==> src/rtl/dmem_pkg.sv <==
// dmem_pkg: shared state encoding, defaults and request record for the data-memory arbiter.
package dmem_pkg;
   typedef enum logic [1:0] {
      IDLE  = 2'd0,
      ISSUE = 2'd1,
      RESP  = 2'd2
   } state_t;
   localparam int DMEM_DEPTH = 10;
   localparam int DMEM_LAT = 1;
   typedef struct packed {
      logic        write;
      logic [31:0] addr;
      logic [31:0] wdata;
   } dmem_req_t;
endpackage

==> src/rtl/dmem_rr_pick.sv <==
// dmem_rr_pick: winner select for two requesters; round-robin when DMEM_ARB_RR_EN is defined,
// fixed priority to requester 0 otherwise.
module dmem_rr_pick (
   input  logic       clk,
   input  logic       reset,
   input  logic [1:0] valid,
   input  logic       grant,
   output logic       win
);
`ifdef DMEM_ARB_RR_EN
   logic ptr;
   always_ff @(posedge clk or negedge reset)
      if (!reset) ptr <= 1'b0;
      else if (grant) ptr <= ~win;
   assign win = &valid ? ptr : valid[1];
`else
   logic unused;
   assign unused = ^{clk, reset, grant};
   assign win = ~valid[0];
`endif
endmodule

==> src/rtl/dmem_arbiter.sv <==
// dmem_arbiter: two-requester arbiter and fixed-latency access sequencer for the single-port
// data memory. Arbitration policy is selected by DMEM_ARB_RR_EN.
module dmem_arbiter
   import dmem_pkg::*;
#(
   parameter int DEPTH   = DMEM_DEPTH,
   parameter int MEM_LAT = DMEM_LAT
) (
   input  logic        clk,
   input  logic        reset,
   input  logic [1:0]  req_valid,
   input  logic [1:0]  req_write,
   input  logic [63:0] req_addr,
   input  logic [63:0] req_wdata,
   output logic [1:0]  req_ready,
   output logic [1:0]  rsp_valid,
   output logic [31:0] rsp_rdata,
   output logic        rsp_err,
   output logic [31:0] Mem_address,
   output logic        Mem_read,
   output logic        Mem_write,
   output logic [31:0] Write_data,
   input  logic [31:0] Read_Data
);
   state_t      state, nxt;
   dmem_req_t   cand, lat;
   logic        win, grant, bad, owner, err, issue, resp;
   logic [3:0]  cnt;
   logic [31:0] rdata;

   dmem_rr_pick u_pick (
      .clk(clk),
      .reset(reset),
      .valid(req_valid),
      .grant(grant),
      .win(win)
   );

   assign cand = win ? dmem_req_t'{req_write[1], req_addr[63:32], req_wdata[63:32]}
                     : dmem_req_t'{req_write[0], req_addr[31:0], req_wdata[31:0]};
   assign bad = cand.addr >= 32'(DEPTH);
   // gated by reset so no request is acknowledged while the latch is held clear
   assign grant = reset && state == IDLE && |req_valid;
   assign req_ready = grant ? (win ? 2'b10 : 2'b01) : 2'b00;

   always_ff @(posedge clk or negedge reset)
      if (!reset) state <= IDLE;
      else state <= nxt;

   always_comb begin
      nxt = state;
      case (state)
         IDLE:    nxt = grant ? (bad ? RESP : ISSUE) : IDLE;
         ISSUE:   nxt = cnt == 4'd0 ? RESP : ISSUE;
         RESP:    nxt = IDLE;
         default: nxt = IDLE;
      endcase
   end

   always_ff @(posedge clk or negedge reset)
      if (!reset) begin
         lat   <= '0;
         owner <= 1'b0;
         err   <= 1'b0;
         cnt   <= 4'd0;
         rdata <= '0;
      end else if (grant) begin
         lat   <= cand;
         owner <= win;
         err   <= bad;
         cnt   <= 4'(MEM_LAT - 1);
         rdata <= '0;
      end else if (issue) begin
         cnt <= cnt == 4'd0 ? 4'd0 : cnt - 4'd1;
         if (cnt == 4'd0 && !lat.write) rdata <= Read_Data;
      end

   assign issue       = state == ISSUE;
   assign resp        = state == RESP;
   assign Mem_address = issue ? lat.addr : '0;
   assign Write_data  = issue ? lat.wdata : '0;
   assign Mem_read    = issue & ~lat.write;
   assign Mem_write   = issue & lat.write;
   assign rsp_valid   = resp ? (owner ? 2'b10 : 2'b01) : 2'b00;
   assign rsp_rdata   = resp ? rdata : '0;
   assign rsp_err     = resp & err;
endmodule

==> config.mk <==
export PLATFORM = sky130hd
export DESIGN_NAME = dmem_arbiter
export DESIGN_NICKNAME = d
export VERILOG_FILES = /design/src/rtl/dmem_pkg.sv /design/src/rtl/dmem_rr_pick.sv /design/src/rtl/dmem_arbiter.sv
export SDC_FILE = /design/constraint.sdc
export NUM_CORES = 1
export LEC_CHECK = 0
export BUFFER_PORTS_ARGS = -buffer_cell sky130_fd_sc_hd__clkbuf_2
export CAP_MARGIN = 10
export CORE_ASPECT_RATIO = 1.75
export CORE_MARGIN = 2
export CORE_UTILIZATION = 29
export CTS_BUF_LIST = sky130_fd_sc_hd__clkbuf_8
export DETAILED_ROUTE_END_ITERATION = 10
export MAX_ROUTING_LAYER = met4
export PLACE_DENSITY = 0.59
export SETUP_SLACK_MARGIN = 0.5
export SYNTH_ARGS = -nofsm -noshare
export SYNTH_HDL_FRONTEND = slang
export SYNTH_HIERARCHICAL = 1
export SYNTH_SLANG_ARGS = --single-unit
==> constraint.sdc <==
create_clock -name clk -period 2.1 [get_ports clk]
set_clock_uncertainty 0.2 [all_clocks]
set_input_delay 0 -clock clk [delete_from_list [all_inputs] [get_ports clk]]
set_output_delay 0 -clock clk [all_outputs]
set_load 0.1 [all_outputs]
=== Word level (Yosys, flattened, before mapping) ===
Index checks and enable logic that the tools add are counted.

* $lt $le $gt $ge: 1
* $add $sub $neg: 1
* Eq/ne operators: 2
* Reduce and logical (&&, ||, !) cells: 10
* Bitwise logic cells: 5
* Multiplexer cells: 18

{| class="wikitable"
|+ Operators with widths
! operator !! number
|-
| $mux W32 || 6
|-
| $mux W65 || 1
|-
| $ge A32 B4 Y1 const B || 1
|-
| $mux W2 || 7
|-
| $mux W4 || 3
|-
| $logic_not A4 Y1 || 1
|-
| $pmux W2 S2 || 1
|-
| $reduce_bool A2 Y1 || 2
|-
| $sub A4 B1 Y4 const B || 1
|-
| $and A1 B1 Y1 || 3
|-
| $logic_and A1 B1 Y1 || 3
|-
| $eq A2 B1 Y1 const B || 1
|-
| $eq A2 B2 Y1 const B || 1
|-
| $logic_not A2 Y1 || 1
|-
| $not A1 Y1 || 2
|-
| $reduce_and A2 Y1 || 1
|-
| $reduce_or A2 Y1 || 1
|-
| $logic_not A1 Y1 || 1
|}

* Output and inout bits: 103
* Word-level logic and storage cells: 45
* Input bits: 166
* Register bits: 105

=== Longest topological paths before layout ===
Gate-level depths: netlist (run 1).

* Depth in word-level cells: 5
* Mapped depth: 7
* Gate-level depth less buffers: 6

=== Hierarchy ===
Netlist (run 1), hierarchy kept.

{| class="wikitable"
|+ By module, submodules not included
! module !! area each (um2) !! instances !! sequential area each (um2) !! cells an instance
|-
| dmem_arbiter || 5308.8 || 1 || 2627.5 || 534
|-
| dmem_rr_pick || 3.8 || 1 || 0.0 || 1
|}

=== Least setup slack after synthesis (run 1) ===
No wires, ideal clock.

* Kind: reg-to-output
* Start point: register state[0]
* End point: output req_ready[0]
* Buffers on the path: 1
* Stages on the path, launching flop included: 4
* Path slack: -550 ps
* Data arrival time: 2450 ps
* Required time: 1900 ps
* Cell sequence: dfrtp_1 > nor4b_2 > clkbuf_1 > nor2b_1

* Cells in the longest elaborated chain, start to end: 4

{| class="wikitable"
|+ Ends and longest elaborated chain
! item !! line !! RTL
|-
| start, declared || dmem_arbiter.sv:25 || <nowiki>state_t state, nxt;</nowiki>
|-
| start signal, assigned || dmem_arbiter.sv:48 || <nowiki>else state <= nxt;</nowiki>
|-
| $logic_not A2 Y1 || dmem_arbiter.sv:43 || <nowiki>assign grant = reset && state == IDLE && |req_valid;</nowiki>
|-
| $logic_and A1 B1 Y1 (2 in a row) || dmem_arbiter.sv:43 ||
|-
| $mux W2 || dmem_arbiter.sv:44 || <nowiki>assign req_ready = grant ? (win ? 2'b10 : 2'b01) : 2'b00;</nowiki>
|-
| end, declared || dmem_arbiter.sv:15 || <nowiki>output logic [1:0] req_ready,</nowiki>
|}

Every way passes these cells.

=== Final worst setup path (run 1) ===
Same ends and word-level chain as after synthesis.

==> results of run 1 <==
==> synth_stat cells (2+ instances only) <==
cell,instances
sky130_fd_sc_hd__and2_1,101
sky130_fd_sc_hd__nand4_1,3
sky130_fd_sc_hd__nor2_1,74
sky130_fd_sc_hd__nor2b_1,4
sky130_fd_sc_hd__buf_2,15
sky130_fd_sc_hd__o21ai_1,5
sky130_fd_sc_hd__nor4_1,12
sky130_fd_sc_hd__a21oi_1,64
sky130_fd_sc_hd__nand3_1,4
sky130_fd_sc_hd__nand2b_1,2
sky130_fd_sc_hd__ha_1,2
sky130_fd_sc_hd__dfrtp_1,105
sky130_fd_sc_hd__inv_1,3
sky130_fd_sc_hd__clkbuf_1,21
sky130_fd_sc_hd__mux2i_1,65
sky130_fd_sc_hd__buf_1,2
sky130_fd_sc_hd__a22o_1,33
sky130_fd_sc_hd__nand2_1,7
==> area by class of cell <==
cell class | instances | area [sq um]
flip-flops and latches | 105 | 2630
fillers | 1276 | 6110
clock inverters | 7 | 61.3
multi-input cells | 388 | 3100
clock buffers | 9 | 124
well taps | 234 | 293
inverters | 3 | 13.8
repair buffers | 491 | 5640
==> state kept, by name, summed over array words and instances (netlist names) <==
name and count:
rdata 32, lat 65, cnt 4, err 1, owner 1, state 2
==> power by group through the flow <==
stage	sequential [mW]	clock (mW)	combinational (mW)
3_5_place_dp	2.42	0	0.799
3_3_place_gp	2.40	0	0.780
2_1_floorplan	2.37	0	0.453
6_report	2.44	1.27	1.49
5_1_grt	2.47	1.37	1.60
4_1_cts	2.40	1.30	1.23
==> path summary, 6_finish.rpt <==
path / depth (start not counted) / slack (ns) / startpoint / to
max: 5 / 0.15 / state[0]$_DFF_PN0_ / req_ready[0]
min: 6 / -0.008 / req_addr[47] / state[0]$_DFF_PN0_
max reg2reg: 7 / 0.19 / state[0]$_DFF_PN0_ / rdata[19]$_DFFE_PN0P_
min reg2reg: 1 / 0.29 / cnt[3]$_DFFE_PN0P_ / cnt[3]$_DFFE_PN0P_
max in group asynchronous: 3 / 1.10 / reset / state[0]$_DFF_PN0_
min in group asynchronous: 3 / 0.09 / reset / lat[28]$_DFFE_PN0P_
==> metrics by stage <==
stage / utilization (%) / area, sq um / setup slack [ns] / hold slack [ns]
4_1_cts: 61.7 / 11100 / 0.158 / -0.0211
3_5_place_dp: 47.9 / 8610 / 0.268 / -0.00646
5_1_grt: 66.0 / 11900 / 0.0891 / 0.0185
2_1_floorplan: - / 5470 / 0.323 / -0.496
6_report: 66.0 / 11900 / 0.147 / -0.00798
3_3_place_gp: 47.9 / 8610 / 0.335 / -0.00914
==> metal layers <==
metal / vias up / track usage [%]
met5: - / -
met4: 0 / 7.53
met3: 40 / 4.26
met2: 201 / 40.9
met1: 2951 / 23.5
li1: 2795 / -
==> worst max-delay path, cell delays in order, from the launching register on <==
cell,delay (ns)
sky130_fd_sc_hd__dfrtp_2,0.47
sky130_fd_sc_hd__nor4b_4,0.30
sky130_fd_sc_hd__buf_4,0.17
sky130_fd_sc_hd__buf_12,0.11
sky130_fd_sc_hd__nor2b_4,0.15
sky130_fd_sc_hd__buf_12,0.18
==> cell families after synthesis <==
| logic type | Yosys count |
|---|---|
| simple gates | 212 |
| compound gates | 108 |
| flops | 105 |
| mux | 66 |
| buf+inv | 42 |
| fa+ha+maj | 2 |
==> what timing repair did <==
item,CTS,global route
setup endpoints to repair,190,208
hold buffers,164,0
pin swaps,17,24
gates resized for setup,83,129
gates cloned,10,14
setup buffers,13,10
hold endpoints to repair,204,0
==> qor.log, run 1 <==
qor: cts.htree_levels 3
qor: cts.total_clock_buffers_created_by_cts 9
qor: logic_synthesis.yosysTopAreaCellShare 49.5%
qor: die.die_height 183 microns
qor: logic_synthesis.synthTopCellsByArea sky130_fd_sc_hd__dfrtp_1, sky130_fd_sc_hd__mux2i_1, sky130_fd_sc_hd__and2_1, sky130_fd_sc_hd__a21oi_1, sky130_fd_sc_hd__a22o_1
qor: power_and_ir_drop.p_seq_share 46.9%
qor: route.met1Wirelength 8270 microns
qor: timing.transition_time_at_the_pin_with_the_least_slew_margin 0.612 ns
qor: die.die_area 19500 sq um
qor: logic_synthesis.synth_fp_nets 703
qor: route.first_pass_detailed_route_iteration_total 4
qor: grt.grt_pass1_wl 32800 microns
qor: place.dpl.cell_count 1010
qor: critical_path.critPathRequiredTime 1.90 ns
qor: place.io_buffers 268
qor: layout.stdcell_count 1237
qor: timing.totalNegativeSetupSlack 0 ns
qor: timing.worst_slew_margin_rel 59.2%
qor: die.dieWidth 106 microns
qor: critical_path.timing.critical_path.to_type primary output
qor: layout.num_antenna_cells 0
qor: route.met2_length 12900 microns
qor: logic_synthesis.edff_count_synth 0
qor: layout.drive_above_1_share 52.7%
qor: logic_synthesis.post_synth_num_cell_types 31
qor: layout.area.growth.synth_to_final 123%
qor: timing.hold_viol 1
qor: logic_synthesis.yosys.area_share.simple 21.4%
qor: die.floorplan.rows 65
qor: power_and_ir_drop.swShare 31.8%
qor: critical_path.arrival 1.75 ns
qor: cts.worst_setup_hold_path_clk_slew 0.11 ns
qor: logic_synthesis.synth-adder-area-share 0.471%
qor: route.route.met3.wl 1010 microns
qor: timing.holdWs -0.00798 ns
qor: critical_path.path_class reg -> out
qor: outcome.result_of_the_run finished, violations left
qor: route.wirelength 22800 microns
qor: logic_synthesis.synth_top_family_by_area simple AND/OR/NAND/NOR gates
qor: place.routability_cong 0.791
qor: grt.global_route.usage.total 22.2%
qor: layout.num-nets-final 1166
qor: logic_synthesis.async_reset_ff_share 100%
qor: logic_synthesis.synth.cell_area 5310 sq um
qor: die.floorplan.initialDensity 29.6%
qor: power_and_ir_drop.power 5.20 mW
qor: power_and_ir_drop.power.combinational.fraction 28.7%
qor: logic_synthesis.mapped_cells 535
qor: grt.grt_start_max_net_pins 106
qor: route.via_count_of_the_routed_design 5987
qor: power_and_ir_drop.power.share.clock 24.4%
qor: logic_synthesis.syn-mean-instance-area 9.93 sq um
qor: power_and_ir_drop.vdd_ir_drop_max 0.301 mV
qor: logic_synthesis.compound_gate_fraction_of_synth_area 12.8%
qor: route.drt-wirelength-per-cell 18.4 microns
qor: logic_synthesis.synth_area_leader_cell sky130_fd_sc_hd__dfrtp_1
qor: outcome.failed_checks negative hold slack
qor: timing.rsz0062_at_grt true
qor: die.core_area 18000 sq um
qor: timing.timing.final.crit_share 93.0%
qor: route.avgViaCountPerCell 4.84
qor: logic_synthesis.yosys-mux-area-fraction 12.5%
qor: place.detailed_place_hpwl 12500 microns
qor: route.route.detailed.drc 0
qor: grt.globalRouteOverflowTotal 0
qor: cts.cts.sinks 105
qor: grt.antenna_violations_before_repair 0
qor: critical_path.critPathLaunchType flop
qor: power_and_ir_drop.leakagePower 5.35 nW
qor: logic_synthesis.synthXorXnorAreaFrac 0%
qor: power_and_ir_drop.p_per_area 438 nW/um^2
qor: timing.timing_max_transition_violations_final 0
qor: timing.max_freq 0.512 GHz
qor: route.top_layer_used_by_detailed_routing met4
qor: min_path.timing.hold.worst.class in -> reg
qor: route.initial_drt_markers 171
qor: logic_synthesis.postSynthRegisterBits 105
qor: critical_path.critical_path_fanout_max 4
qor: grt.grt_pass1_vias 6363
qor: cts.tritoncts yes
qor: power_and_ir_drop.power.net_switching 1.65 mW
qor: flow_run.max-cap-violations 0
qor: logic_synthesis.yosys_warnings 6
qor: die.ios 269
qor: layout.leading_cell_types_in_the_layout_fill_and_taps_excluded sky130_fd_sc_hd__dlygate4sd3_1, sky130_fd_sc_hd__clkbuf_2, sky130_fd_sc_hd__buf_12
qor: power_and_ir_drop.cell_internal_pwr 3.54 mW
qor: logic_synthesis.yosys_most_used_dff sky130_fd_sc_hd__dfrtp_1
qor: logic_synthesis.synth-seq-area-share 49.5%
qor: cts.clock_tree.buffer_depth 2
qor: timing.final.min_clock_period 1.95 ns
qor: route.drt.antenna.violating_nets 0
qor: timing.report.final.setup_viol 0
qor: cts.clkLatencyLatePin 0.37 ns
qor: cts.cts.root.buffer_cell sky130_fd_sc_hd__clkbuf_8
No activity file was read; power rests on OpenSTA's default activity.
==> inputs of run 2 (changes only) <==
Settings changed: CORE_MARGIN 2 to 10.
Clock period 2.1 ns to 2.34 ns, I/O delays scaled along.
==> run 2 against run 1 <==
The run still ends with negative hold slack left; global-route usage is 3.2 points lower; register-to-register slack better by 0.25 ns; cell count is 1.1% lower; hold slack worse by 0.42 ns; count of clock-buffer cells in the layout stayed put; via count is 0.62% lower; largest cell class unchanged.
==> qor.log, run 2 (same netlist as run 1, synthesis figures left out) <==
qor: outcome.result_of_the_run finished, violations left
qor: outcome.failed_checks negative hold slack
qor: layout.postLayoutCellArea 11000 sq um [-7.4%]
qor: power_and_ir_drop.power.net_switching 1.35 mW [-18%]
qor: timing.totalNegativeSetupSlack 0 ns [unchanged]
qor: critical_path.critPathRequiredTime 2.39 ns [+0.49 ns]
qor: timing.holdWs -0.426 ns [-0.418 ns]
qor: route.first_pass_detailed_route_iteration_total 4 [unchanged]
qor: timing.rsz0062_at_grt true
qor: timing.timing.final.crit_share 81.2%
qor: grt.grt_start_max_net_pins 73 [-31%]
qor: layout.registers.top_by_ff_count lat
qor: timing.transition_time_at_the_pin_with_the_least_slew_margin 0.795 ns [+0.184 ns]
qor: die.floorplan.rows 65 [unchanged]
qor: layout.mostFrequentLayoutCell sky130_fd_sc_hd__dlygate4sd3_1
qor: place.detailed_place.area 7130 sq um [-17%]
qor: timing.worst_slew_margin_rel 47.0% [-12 points]
qor: power_and_ir_drop.leakagePower 5.12 nW [-4.4%]
qor: timing.hold_viol 46 [+45]
qor: die.die_height 199 microns [+8.7%]
qor: layout.largest_register_ffs 65 [unchanged]
qor: power_and_ir_drop.power.combinational.fraction 25.4% [-3.3 points]
qor: cts.clock_tree.buffer_depth 2 [unchanged]
qor: route.drt-wirelength-per-cell 20.0 microns [+8.7%]
qor: power_and_ir_drop.p_per_area 423 nW/um^2 [-3.4%]
qor: cts.tritoncts yes
qor: power_and_ir_drop.cell_internal_pwr 3.30 mW [-6.9%]
qor: die.dieWidth 122 microns [+15%]
qor: cts.cts.sinks 105 [unchanged]
qor: grt.grt_most_used_layer met2
qor: cts.htree_levels 3 [unchanged]
qor: cts.post_cts_hold_buffer_count 167 [+1.8%]
qor: grt.grt_pass1_vias 6537 [+2.7%]
qor: layout.leading_cell_types_in_the_layout_fill_and_taps_excluded sky130_fd_sc_hd__dlygate4sd3_1, sky130_fd_sc_hd__clkbuf_2, sky130_fd_sc_hd__dfrtp_1
qor: grt.globalRouteOverflowTotal 0 [unchanged]
qor: critical_path.path_class reg -> reg
qor: critical_path.critical_path_fanout_max 8 [+4]
qor: min_path.timing.hold.worst.class in -> async
qor: die.die_area 24300 sq um [+25%]
qor: power_and_ir_drop.vdd_ir_drop_max 0.254 mV [-16%]
qor: grt.grt_use_met1 20.2% [-3.3 points]
qor: route.initial_drt_markers 291 [+70%]
qor: place.io_buffers 268 [unchanged]
qor: cts.total_clock_buffers_created_by_cts 9 [unchanged]
qor: die.core_area 18100 sq um [+0.45%]
qor: grt.grt_pass1_wl 35400 microns [+7.9%]
qor: place.detailed_place_hpwl 14200 microns [+14%]
qor: grt.use_met3 3.67% [-0.59 points]
qor: critical_path.critPathLaunchType flop
qor: route.drt.antenna.violating_nets 0 [unchanged]
qor: route.via_count_of_the_routed_design 5950 [-0.62%]
qor: route.route.detailed.drc 0 [unchanged]
qor: grt.global_route.usage.total 19.1% [-3.2 points]
qor: layout.layout_top_registers lat x65, rdata x32, cnt x4
qor: grt.antenna_violations_before_repair 1 [+1]
qor: grt.gr-usage-met2 33.6% [-7.3 points]
qor: timing.final.min_clock_period 1.90 ns
qor: timing.report.final.setup_viol 0 [unchanged]
qor: layout.num-nets-final 1152 [-1.2%]
qor: place.routability_cong 0.840 [+6.2%]
qor: timing.max_freq 0.526 GHz
qor: route.wirelength 24500 microns [+7.6%]
qor: die.ios 269 [unchanged]
qor: timing.timing_max_transition_violations_final 0 [unchanged]
qor: power_and_ir_drop.power.share.clock 28.3% [+3.9 points]
qor: flow_run.max-cap-violations 0 [unchanged]
qor: die.floorplan.initialDensity 29.4% [-0.13 points]
qor: layout.drive_above_1_share 46.8% [-5.9 points]
qor: critical_path.timing.critical_path.to_type flop
qor: cts.clkLatencyLatePin 0.36 ns [about the same]
qor: cts.cts.root.buffer_cell sky130_fd_sc_hd__clkbuf_8
qor: cts.worst_setup_hold_path_clk_slew 0.10 ns [about the same]
qor: power_and_ir_drop.swShare 29.0% [-2.8 points]
qor: route.avgViaCountPerCell 4.86 [+0.44%]
qor: power_and_ir_drop.p_seq_share 46.3% [-0.6 points]
qor: critical_path.arrival 1.95 ns [+0.20 ns]
qor: layout.area.growth.synth_to_final 107%
[run 2: cell types whose count changed in the layout (fill, tap and decap cells not counted), sizes merged]
cell,delta
buf,-53
clkinv,-2
bufinv,+2
clkbuf,+36
diode,+1
dlygate4sd3,+3
[run 2: per-stage QoR]
| step | setup WS, ns | total power, mW | std cells | utilization [%] | hold WS [ns] |
|---|---|---|---|---|---|
| after floorplan | 0.202 | 2.53 | 535 | - | -0.496 |
| after global placement | 0.495 | 2.84 | 1010 | 39.5 | -0.0112 |
| after detailed placement | 0.429 | 2.86 | 1010 | 39.5 | -0.00241 |
| after CTS | 0.390 | 4.54 | 1206 | 57.5 | -0.425 |
| after global routing | 0.345 | 4.91 | 1224 | 60.9 | -0.407 |
| final | 0.439 | 4.65 | 1224 | 60.9 | -0.426 |
[run 2: metal layers]
metal	vias to the layer above	wire [microns]
met5	-	0
met3	58	1220
li1	2758	-
met2	243	13500
met4	0	963
met1	2891	8880
[run 2: critical path, cell delays in order (launching register included)]
cell	delay, ns
sky130_fd_sc_hd__dfrtp_2	0.46
sky130_fd_sc_hd__nor4b_4	0.39
sky130_fd_sc_hd__buf_4	0.19
sky130_fd_sc_hd__buf_8	0.13
sky130_fd_sc_hd__nor2_4	0.07
sky130_fd_sc_hd__clkbuf_16	0.18
sky130_fd_sc_hd__a22o_1	0.18
[run 2: timing repair]
item,in CTS,in global routing
pin swaps,6,10
hold endpoints to repair,144,46
setup buffers,7,9
resized for setup,246,133
cloned,6,8
setup endpoints to repair,155,194
[run 2: path summary, 6_finish.rpt]
check	from	to	slack [ns]	cells after the start
min in group clk	req_addr[27]	state[0]$_DFF_PN0_	0.02	6
hold reg to reg	rdata[12]$_DFFE_PN0P_	rdata[12]$_DFFE_PN0P_	0.30	1
setup / recovery	state[0]$_DFF_PN0_	rdata[15]$_DFFE_PN0P_	0.44	6
hold / removal	reset	lat[60]$_DFFE_PN0P_	-0.43	2
setup reg to reg	state[0]$_DFF_PN0_	rdata[15]$_DFFE_PN0P_	0.44	6
max in group asynchronous	reset	lat[13]$_DFFE_PN0P_	1.12	3
[run 2: area by class of cell]
class / instances / area, sq um
timing repair buffer: 477 / 5000
inverter: 3 / 13.8
fill: 1360 / 7060
sequential: 105 / 2630
antenna: 1 / 2.50
clock buffer: 9 / 124
tap: 234 / 293
clock inverter: 7 / 110
multi-input combinational: 388 / 2820
[run 2: power groups by stage]
stage	Clock [mW]	Sequential, mW	Combinational [mW]
final	1.32	2.15	1.18
after global routing	1.45	2.18	1.28
after CTS	1.37	2.13	1.04
after detailed placement	0	2.16	0.705
after global placement	0	2.16	0.686
after floorplan	0	2.13	0.402
==> inputs of run 3 (changes only) <==
Settings changed: PLACE_DENSITY 0.59 to 0.61.
Clock period 2.34 ns to 1.5 ns, I/O delays scaled along.
==> run 3 against run 2 <==
Global-route usage grew 1.1 points; register-to-register slack got worse by 0.81 ns; flip-flop and latch count unchanged; final area is 3.9% higher; non-clock buffer count is 17 higher; power up 47%; highest routed layer unchanged; die area unchanged; critical path type is now reg -> out; the flow finishes with violations (negative hold slack, negative setup slack); sequential share of layout area down 0.91 points; clock power is 33% higher; largest power group unchanged; first-iteration DRC count down 13%; critical path depth down 1; critical endpoint is now req_ready[0].
==> qor.log, run 3 (same netlist as run 1, synthesis figures left out) <==
qor: grt.grt_pass1_wl 37400 microns [+5.7%]
qor: die.ios 269 [unchanged]
qor: layout.leading_cell_types_in_the_layout_fill_and_taps_excluded sky130_fd_sc_hd__clkbuf_2, sky130_fd_sc_hd__dlygate4sd3_1, sky130_fd_sc_hd__buf_12
qor: critical_path.critPathRequiredTime 1.30 ns [-1.09 ns]
qor: die.floorplan.rows 65 [unchanged]
qor: grt.antenna_violations_before_repair 2 [+1]
qor: layout.mostFrequentLayoutCell sky130_fd_sc_hd__clkbuf_2
qor: route.drt.antenna.violating_nets 0 [unchanged]
qor: cts.worst_setup_hold_path_clk_slew 0.11 ns [about the same]
qor: timing.timing.final.crit_share 129%
qor: layout.largest_register_ffs 65 [unchanged]
qor: critical_path.arrival 1.74 ns [-0.21 ns]
qor: timing.rsz0062_at_grt true
qor: layout.num-nets-final 1169 [+1.5%]
qor: flow_run.max-cap-violations 0 [unchanged]
qor: timing.post-route-worst-setup-slack -0.437 ns [-0.876 ns]
qor: place.detailed_place.area 9000 sq um [+26%]
qor: layout.postLayoutCellArea 11400 sq um [+3.9%]
qor: timing.hold_viol 106 [+130%]
qor: route.via_count_of_the_routed_design 6069 [+2.0%]
qor: timing.report.final.setup_viol 208 [+208]
qor: layout.drive_above_1_share 46.1% [-0.69 points]
qor: timing.holdWs -0.518 ns [-0.0913 ns]
qor: critical_path.critical_path_fanout_max 3 [-5]
qor: timing.max_freq 0.516 GHz
qor: die.floorplan.initialDensity 29.4% [unchanged]
qor: die.die_area 24300 sq um [unchanged]
qor: outcome.failed_checks negative hold slack, negative setup slack
qor: grt.globalRouteOverflowTotal 0 [unchanged]
qor: route.initial_drt_markers 252 [-13%]
qor: min_path.timing.hold.worst.class in -> async
qor: die.die_height 199 microns [unchanged]
qor: power_and_ir_drop.vdd_ir_drop_max 0.443 mV [+74%]
qor: cts.htree_levels 3 [unchanged]
qor: place.routability_cong 0.842 [+0.21%]
qor: route.route.detailed.drc 0 [unchanged]
qor: timing.final.min_clock_period 1.94 ns
qor: cts.total_clock_buffers_created_by_cts 9 [unchanged]
qor: critical_path.endpoint_of_the_worst_register_to_register_path rdata[27]$_DFFE_PN0P_
qor: timing.timing_max_transition_violations_final 0 [unchanged]
qor: power_and_ir_drop.p_per_area 600 nW/um^2 [+42%]
qor: route.first_pass_detailed_route_iteration_total 5 [+1]
qor: layout.area.growth.synth_to_final 115%
qor: critical_path.timing.critical_path.to_type primary output
qor: cts.post_cts_hold_buffer_count 160 [-4.2%]
qor: die.core_area 18100 sq um [unchanged]
qor: critical_path.cp_num_cells 5 [-1]
qor: critical_path.critical_path_buf_inv_count 3 [unchanged]
qor: critical_path.slowest_stage sky130_fd_sc_hd__dfrtp_1
qor: cts.clock_tree.buffer_depth 2 [unchanged]
qor: layout.registers.top_by_ff_count lat
qor: place.detailed_place_hpwl 15000 microns [+5.3%]
qor: critical_path.ff2ff_path_depth 7 [+1]
qor: cts.cts.root.buffer_cell sky130_fd_sc_hd__clkbuf_8
qor: critical_path.r2r-start state[1]$_DFF_PN0_
qor: route.drt-wirelength-per-cell 20.2 microns [+0.94%]
qor: outcome.result_of_the_run finished, violations left
qor: critical_path.ff2ff_setup_slack -0.37 ns [-0.81 ns]
qor: timing.transition_time_at_the_pin_with_the_least_slew_margin 0.663 ns [-0.132 ns]
qor: critical_path.cp-startpoint state[1]$_DFF_PN0_
qor: place.io_buffers 268 [unchanged]
qor: route.wirelength 25100 microns [+2.5%]
qor: cts.clkLatencyLatePin 0.36 ns [about the same]
qor: route.avgViaCountPerCell 4.88 [+0.44%]
qor: timing.totalNegativeSetupSlack -67.79 ns [-67.79 ns]
qor: layout.layout_top_registers lat x65, rdata x32, cnt x4
qor: critical_path.critPathLaunchType flop
qor: timing.worst_slew_margin_rel 55.8% [+8.8 points]
qor: critical_path.timing.critical_path.slowest_cell_delay 0.40 ns [-0.06 ns]
qor: critical_path.cp-endpoint req_ready[0]
qor: grt.global_route.usage.total 20.2% [+1.1 points]
qor: critical_path.path_class reg -> out
qor: die.dieWidth 122 microns [unchanged]
qor: critical_path.critical_path_cell_list buf_4 > nor4b_4 > buf_6 > nor2b_4 > buf_12
qor: critical_path.cp_top_family buffers and inverters
qor: cts.tritoncts yes
qor: cts.cts.sinks 105 [unchanged]
qor: grt.grt_pass1_vias 6678 [+2.2%]
qor: grt.grt_start_max_net_pins 106 [+45%]
qor: power_and_ir_drop.leakagePower 5.30 nW [+3.6%]
[run 3: cell count changes in the layout (fill, tap and decap cells not counted), sizes merged]
cell | previous run | this run
buf | 95 | 162
clkbuf | 224 | 182
dlygate4sd3 | 167 | 160
bufinv | 2 | 0
diode | 1 | 3
clkinv | 1 | 2
clkinvlp | 1 | 0
inv | 6 | 7
[run 3: layout make-up]
cell class	count	area (sq um)
Antenna cell	3	7.51
Clock buffer	10	138
Inverter	3	13.8
Clock inverter	6	47.5
Sequential cell	105	2630
Multi-Input combinational cell	388	2820
Fill cell	1345	6630
Timing Repair Buffer	494	5480
Tap cell	234	293
[run 3: report_power, final]
part | switching [mW] | internal [mW]
Sequential | 0.187 | 3.15
Combinational | 0.804 | 0.962
Clock | 1.07 | 0.677
Total | 2.06 | 4.79
[run 3: how the worst min path moves through the flow]
stage	to	slack (ns)
4_1_cts	lat[44]$_DFFE_PN0P_	-0.44
6_report	lat[48]$_DFFE_PN0P_	-0.52
5_1_grt	lat[62]$_DFFE_PN0P_	-0.43
2_1_floorplan	cnt[0]$_DFFE_PN0P_	-0.50
3_5_place_dp	lat[44]$_DFFE_PN0P_	-0.02
3_3_place_gp	lat[45]$_DFFE_PN0P_	-0.01
[run 3: per-layer routing]
| layer | global-route usage (%) | part of all wire [%] |
|---|---|---|
| met4 | 11.1 | 5.1 |
| met5 | - | 0 |
| met1 | 21.5 | 36 |
| met2 | 34.0 | 53 |
| met3 | 4.41 | 6.2 |
[run 3: stage by stage]
step	power (mW)	setup slack [ns]	util (%)	std cells	hold WS, ns
floorplan	3.98	-0.203	-	535	-0.496
global placement	4.53	-0.221	49.8	1036	-0.0149
detailed placement	4.58	-0.276	49.8	1036	-0.0193
CTS	6.79	-0.451	61.7	1230	-0.441
global route	7.26	-0.514	63.3	1242	-0.433
finish	6.85	-0.437	63.3	1243	-0.518
[run 3: what timing repair did]
| action | 4_1_cts | 5_1_grt |
|---|---|---|
| endpoints found under the hold margin | 203 | 106 |
| gates cloned | 6 | 10 |
| setup buffers | 12 | 0 |
| gates resized for setup | 32 | 28 |
| pin swaps | 7 | 30 |
| setup endpoints to repair | 208 | 208 |
